<file path="config.mk">
export PLATFORM = sky130hd
export DESIGN_NAME = fetch_sequencer
export DESIGN_NICKNAME = d
export VERILOG_FILES = /design/src/rtl/fetch_sequencer.sv
export SDC_FILE = /design/constraint.sdc
export NUM_CORES = 1
export LEC_CHECK = 0
export ABC_AREA = 0
export CORE_MARGIN = 5
export CORE_UTILIZATION = 49
export CTS_CLUSTER_DIAMETER = 40
export DETAILED_ROUTE_END_ITERATION = 12
export GPL_ROUTABILITY_DRIVEN = 0
export GPL_TIMING_DRIVEN = 0
export PLACE_DENSITY_LB_ADDON = 0.15
export SETUP_SLACK_MARGIN = 0.15
export SLEW_MARGIN = 10
export SYNTH_ARGS = -nofsm -noshare
export SYNTH_HDL_FRONTEND = slang
export SYNTH_SLANG_ARGS = --single-unit
</file>
<file path="constraint.sdc">
create_clock -name clk -period 3.3 [get_ports clk]
set_clock_uncertainty 0.15 [all_clocks]
set_input_delay 0.825 -clock clk [delete_from_list [all_inputs] [get_ports clk]]
set_output_delay 0.825 -clock clk [all_outputs]
set_load 0.005 [all_outputs]
</file>
<file path="src/rtl/fetch_sequencer.sv">
// fetch_sequencer: instruction-fetch control FSM.
// Sequences the PC counter (load/run) and instruction-memory requests, tracks
// branch redirects that arrive while a fetch is outstanding, and flags a
// sticky timeout when memory fails to answer within MAX_WAIT cycles.
//
// Memory handshake: imem_req acts as "valid". While imem_req=1, imem_addr is
// stable and equal to pc, and the request is held until the cycle that
// imem_ack ("ready") is high. A transfer completes on a rising edge where
// both are high. imem_ack is ignored whenever imem_req=0.
module fetch_sequencer #(
   parameter int                    ADDR_WIDTH = 8,
   parameter logic [ADDR_WIDTH-1:0] RESET_ADDR = '0,
   parameter int                    MAX_WAIT   = 15
) (
   input  logic                  clk,
   input  logic                  rst,
   input  logic                  enable,
   input  logic                  stall,
   input  logic [ADDR_WIDTH-1:0] pc,
   input  logic                  branch_valid,
   input  logic [ADDR_WIDTH-1:0] branch_target,
   output logic                  imem_req,
   output logic [ADDR_WIDTH-1:0] imem_addr,
   input  logic                  imem_ack,
   output logic                  load_pc,
   output logic                  run_pc,
   output logic [ADDR_WIDTH-1:0] pc_load_val,
   output logic                  instr_valid,
   output logic [ADDR_WIDTH-1:0] instr_addr,
   output logic                  timeout,
   output logic [2:0]            dbg_state
);

   typedef enum logic [2:0] {
      S_INIT  = 3'd0,
      S_IDLE  = 3'd1,
      S_FETCH = 3'd2,
      S_HOLD  = 3'd3,
      S_ERROR = 3'd4
   } state_t;

   // MAX_WAIT is limited to 1..255, so an 8-bit wait counter always suffices.
   localparam logic [7:0] MAX_WAIT_C = 8'(MAX_WAIT);

   state_t                  state, state_nxt;
   logic [7:0]              wait_cnt, wait_nxt, wait_inc;
   logic                    pend_valid, pend_valid_nxt;
   logic [ADDR_WIDTH-1:0]   pend_addr, pend_addr_nxt;
   logic                    ack_fetch;
   logic                    timeout_set;

   assign wait_inc  = wait_cnt + 8'd1;
   assign imem_addr = imem_req ? pc : '0;
   assign dbg_state = state;

   // State, wait counter, pending redirect and registered notices.
   always_ff @(posedge clk or negedge rst) begin
      if (!rst) begin
         state       <= S_INIT;
         wait_cnt    <= 8'd0;
         pend_valid  <= 1'b0;
         pend_addr   <= '0;
         instr_valid <= 1'b0;
         instr_addr  <= '0;
         timeout     <= 1'b0;
      end else begin
         state       <= state_nxt;
         wait_cnt    <= wait_nxt;
         pend_valid  <= pend_valid_nxt;
         pend_addr   <= pend_addr_nxt;
         instr_valid <= ack_fetch;
         instr_addr  <= ack_fetch ? pc : '0;
         timeout     <= timeout | timeout_set;
      end
   end

   // Next-state and combinational counter/memory controls. Outputs are forced
   // low while rst is asserted so that reset clears them immediately even
   // though INIT itself drives load_pc.
   always_comb begin
      state_nxt      = state;
      wait_nxt       = 8'd0;
      pend_valid_nxt = pend_valid;
      pend_addr_nxt  = pend_addr;
      imem_req       = 1'b0;
      load_pc        = 1'b0;
      run_pc         = 1'b0;
      pc_load_val    = '0;
      ack_fetch      = 1'b0;
      timeout_set    = 1'b0;

      if (rst) begin
         case (state)
            S_INIT: begin
               // One-cycle PC preset; redirects are ignored here.
               load_pc     = 1'b1;
               pc_load_val = RESET_ADDR;
               state_nxt   = S_IDLE;
            end

            S_IDLE: begin
               if (branch_valid) begin
                  load_pc     = 1'b1;
                  pc_load_val = branch_target;
               end
               if (enable) begin
                  state_nxt = S_FETCH;
               end
            end

            S_FETCH: begin
               // The request stays up even if enable drops; the outstanding
               // fetch must complete (or time out) first.
               imem_req = 1'b1;
               if (imem_ack) begin
                  ack_fetch      = 1'b1;
                  pend_valid_nxt = 1'b0;
                  pend_addr_nxt  = '0;
                  // The freshest redirect wins; otherwise just advance the PC.
                  if (branch_valid) begin
                     load_pc     = 1'b1;
                     pc_load_val = branch_target;
                  end else if (pend_valid) begin
                     load_pc     = 1'b1;
                     pc_load_val = pend_addr;
                  end else begin
                     run_pc = 1'b1;
                  end
                  if (!enable) begin
                     state_nxt = S_IDLE;
                  end else if (stall) begin
                     state_nxt = S_HOLD;
                  end else begin
                     state_nxt = S_FETCH;
                  end
               end else begin
                  // Remember the redirect until the fetch completes.
                  if (branch_valid) begin
                     pend_valid_nxt = 1'b1;
                     pend_addr_nxt  = branch_target;
                  end
                  if (wait_inc == MAX_WAIT_C) begin
                     state_nxt      = S_ERROR;
                     timeout_set    = 1'b1;
                     pend_valid_nxt = 1'b0;
                     pend_addr_nxt  = '0;
                  end else begin
                     wait_nxt = wait_inc;
                  end
               end
            end

            S_HOLD: begin
               if (branch_valid) begin
                  load_pc     = 1'b1;
                  pc_load_val = branch_target;
               end
               if (!enable) begin
                  state_nxt = S_IDLE;
               end else if (!stall) begin
                  state_nxt = S_FETCH;
               end
            end

            S_ERROR: begin
               // Dead until reset; timeout stays latched.
               state_nxt = S_ERROR;
            end

            default: begin
               state_nxt = S_INIT;
            end
         endcase
      end
   end

endmodule

</file>
==> impl_metrics.yaml <==
grt:
  grt_pass1_wl_um: 6430
  grt_max_degree: 37
  grt_overflow: 0
  antenna_found_initial: 0
  grt_usage_pct: 19.0
  grt_pass1_vias: 1389
power:
  intPower_mw: 0.788
  switchingPower_mw: 0.370
  comb_power_share_pct: 36.4
  power_frac_seq_pct: 43.8
  clkPwrFrac_pct: 19.8
  power.density_nw_per_um2: 489
  peakVddDrop_uv: 328
  p_total_mw: 1.16
  leakagePower_nw: 1.07
  switching_share_pct: 31.9
route:
  dr.pass1.iters: 4
  routed_wirelength_um: 4160
  drc_errors: 0
  wire_per_inst_um: 15.9
  drt_iter0_markers: 91
  vias: 1431
  drtAntennaViolNets: 0
  post_drt_via_cell_ratio: 5.46
floorplanning:
  row_count: 20
  die_w_um: 67.2
  die_area_um2: 4520
  core_area_um2: 3100
  initial_core_util_pct: 51.7
  die_h_um: 67.2
  pin_count: 54
worst_setup_path:
  cp_slowest_cell: "clkdlybuf4s50_1"
  cp.arrival_ns: 2.10
  path_cells: "clkdlybuf4s15_2 -> buf_6 -> a21oi_2 -> nor3_2 -> nand2_2 -> nor2_1 -> clkdlybuf4s50_1"
  crit_path_end_kind: "output pin"
  critPathTopFamily: "buffers and inverters"
  path_class: "in -> out"
  start_kind: "input pin"
  crit_required_ns: 2.32
  crit_buf_inv: 3
  cpPeakStageDelay_ns: 0.51
  cp_max_fo: 4
cells_and_area:
  fin_util_pct: 76.4
  drive_above_1_share_pct: 17.9
  antenna-diode-count: 0
  layout.nets: 241
  syn2layout_area_growth_pct: 47.7
  fin_area_um2: 2370
  instances_no_fill: 262
timing:
  drv_slew: 0
  fin_crit_ns: 3.08
  fin_crit_sh_pct: 93.3
  report.final.setup_viol: 0
  rsz0062_at_grt: "true"
  hold_violations: 0
  timing.slew.headroom_pct: 56.8
  max_freq_mhz: 325
  worst_slew_pin_slew_ns: 0.647
yosys:
  synth-edff-count: 0
  synth_seq_area_share_pct: 46.8
  synth_area_um2: 1600
  syn-num-nets: 176
  async_reset_ff_share_pct: 100
  ys_types: 45
  synth_flop_cell: "dfrtp_1"
  yosys_warnings: 0
  postSynthCellCount: 152
  synth-seq-cells: 30
  syn_avg_cell_area_um2: 10.6
clock_tree:
  cts.sinks: 30
  cts_hold_buf: 0
  clk_latency_ns: 0.32
  cts_buffers: 5
  tritoncts: "done"
  cts-root-buf: "clkbuf_4"
  htreeDepth: 2
  clock_path_buffers: 2
  clk_pin_slew_ns: 0.10
placed_design:
  place_hpwl_um: 2950
  place_area_um2: 2170
  place_inst: 248
  port_buffers: 52
status:
  status: "complete, no violations"
hold_path:
  hold_path_class: "in -> async"
run:
  drv_cap: 0
==> registers in the layout (all words and copies together) (netlist names) <==
name and count:
instr_addr 8, pend_addr 8, wait_cnt 8, dbg_state 3
instr_valid 1, pend_valid 1, timeout 1
==> worst paths after layout <==
path	cells past startpoint	startpoint	slack [ns]	endpoint
worst max-delay path	7	branch_valid	0.22	pc_load_val[0]
worst min-delay path	1	rst	0.13	instr_addr[3]
worst max register to register	6	wait_cnt[0]	0.99	pend_addr[5]
worst min register to register	1	timeout	0.31	timeout
max in group asynchronous	1	rst	2.71	wait_cnt[5]
min in group clk	1	timeout	0.31	timeout
==> logic make-up after synthesis <==
| kind of cell | after synthesis | share of synthesized area (%) |
|---|---|---|
| XOR/XNOR | 7 | 3.82 |
| AND/OR/NAND/NOR | 59 | 19.1 |
| multiplexers | 8 | 4.99 |
| AO/OA/AOI/OAI | 36 | 20.0 |
| adder cells (fa/ha/maj) | 2 | 1.56 |
| buffers and inverters | 10 | 3.67 |
| flip-flops | 30 | 46.8 |
==> what timing repair did <==
action	4_1_cts	5_1_grt
buffers inserted	4	1
setup endpoints to repair	19	14
gates cloned	0	1
pin swaps	3	2
resized for setup	21	10
==> cells in the final DEF, fill, tap and decap left out, types with 4 or more instances in the layout <==
master,n
a21oi_1,4
a32o_1,9
and2_1,9
and3_1,10
buf_4,5
clkbuf_4,5
clkdlybuf4s50_1,44
dfrtp_1,28
dlygate4sd2_1,5
inv_1,4
mux2i_1,8
nand2_1,5
nor2_1,21
xnor2_1,4
==> worst reg2reg max path, cell delays in order (launching register included) <==
cell and delay, ns:
dfrtp_1 0.46, ha_1 0.32, and3_4 0.24, a21oi_2 0.20
o41ai_4 0.10, o311ai_2 0.57, a32o_1 0.23
==> layer usage <==
metal | GRT usage (%) | up-vias | wire length (um)
met5 | 0 | - | 0
met4 | 6.58 | 0 | 41
met3 | 4.83 | 5 | 220
met2 | 34.8 | 37 | 2190
met1 | 21.2 | 694 | 1710
li1 | - | 695 | -
==> synthesized netlist by cell type, types with 2 or more instances <==
| library cell | instances | area, um^2 |
|---|---|---|
| dfrtp_1 | 30 | 751 |
| nor2_1 | 22 | 82.6 |
| and3_1 | 10 | 62.6 |
| a32o_1 | 9 | 90.1 |
| and2_1 | 9 | 56.3 |
| mux2i_1 | 8 | 80.1 |
| nand2_1 | 6 | 22.5 |
| a21oi_1 | 5 | 25.0 |
| inv_1 | 4 | 15.0 |
| xnor2_1 | 4 | 35.0 |
| clkbuf_1 | 3 | 11.3 |
| o21ai_0 | 3 | 15.0 |
| xor2_1 | 3 | 26.3 |
| a21oi_2 | 2 | 17.5 |
| ha_1 | 2 | 25.0 |
| nand3_1 | 2 | 10.0 |
| nor3_1 | 2 | 10.0 |
==> stage by stage <==
step                hold slack (ns)  setup slack [ns]  setup TNS, ns
detailed placement            0.296            -0.898         -10.94
finish                        0.128             0.222              0
floorplan                     0.301             0.647              0
global route                  0.118             0.125              0
CTS                           0.167            0.0426              0
global placement              0.295             -1.78         -35.31
==> power by group through the flow <==
| stage | clock network (mW) | logic (mW) | registers (mW) |
|---|---|---|---|
| floorplan | 0 | 0.196 | 0.493 |
| global route | 0.249 | 0.463 | 0.519 |
| global placement | 0 | 0.368 | 0.499 |
| CTS | 0.229 | 0.405 | 0.498 |
| finish | 0.229 | 0.422 | 0.507 |
| detailed placement | 0 | 0.380 | 0.505 |
==> area by class of cell <==
type,instances,area (um^2)
clock buffer,7,55.1
tap,44,55.1
timing repair buffer,58,598
fill,232,733
sequential,30,753
inverter,4,15.0
buffer,6,56.3
clock inverter,1,5.00
multi-input combinational,112,832
No activity file was read; power rests on OpenSTA's default activity.
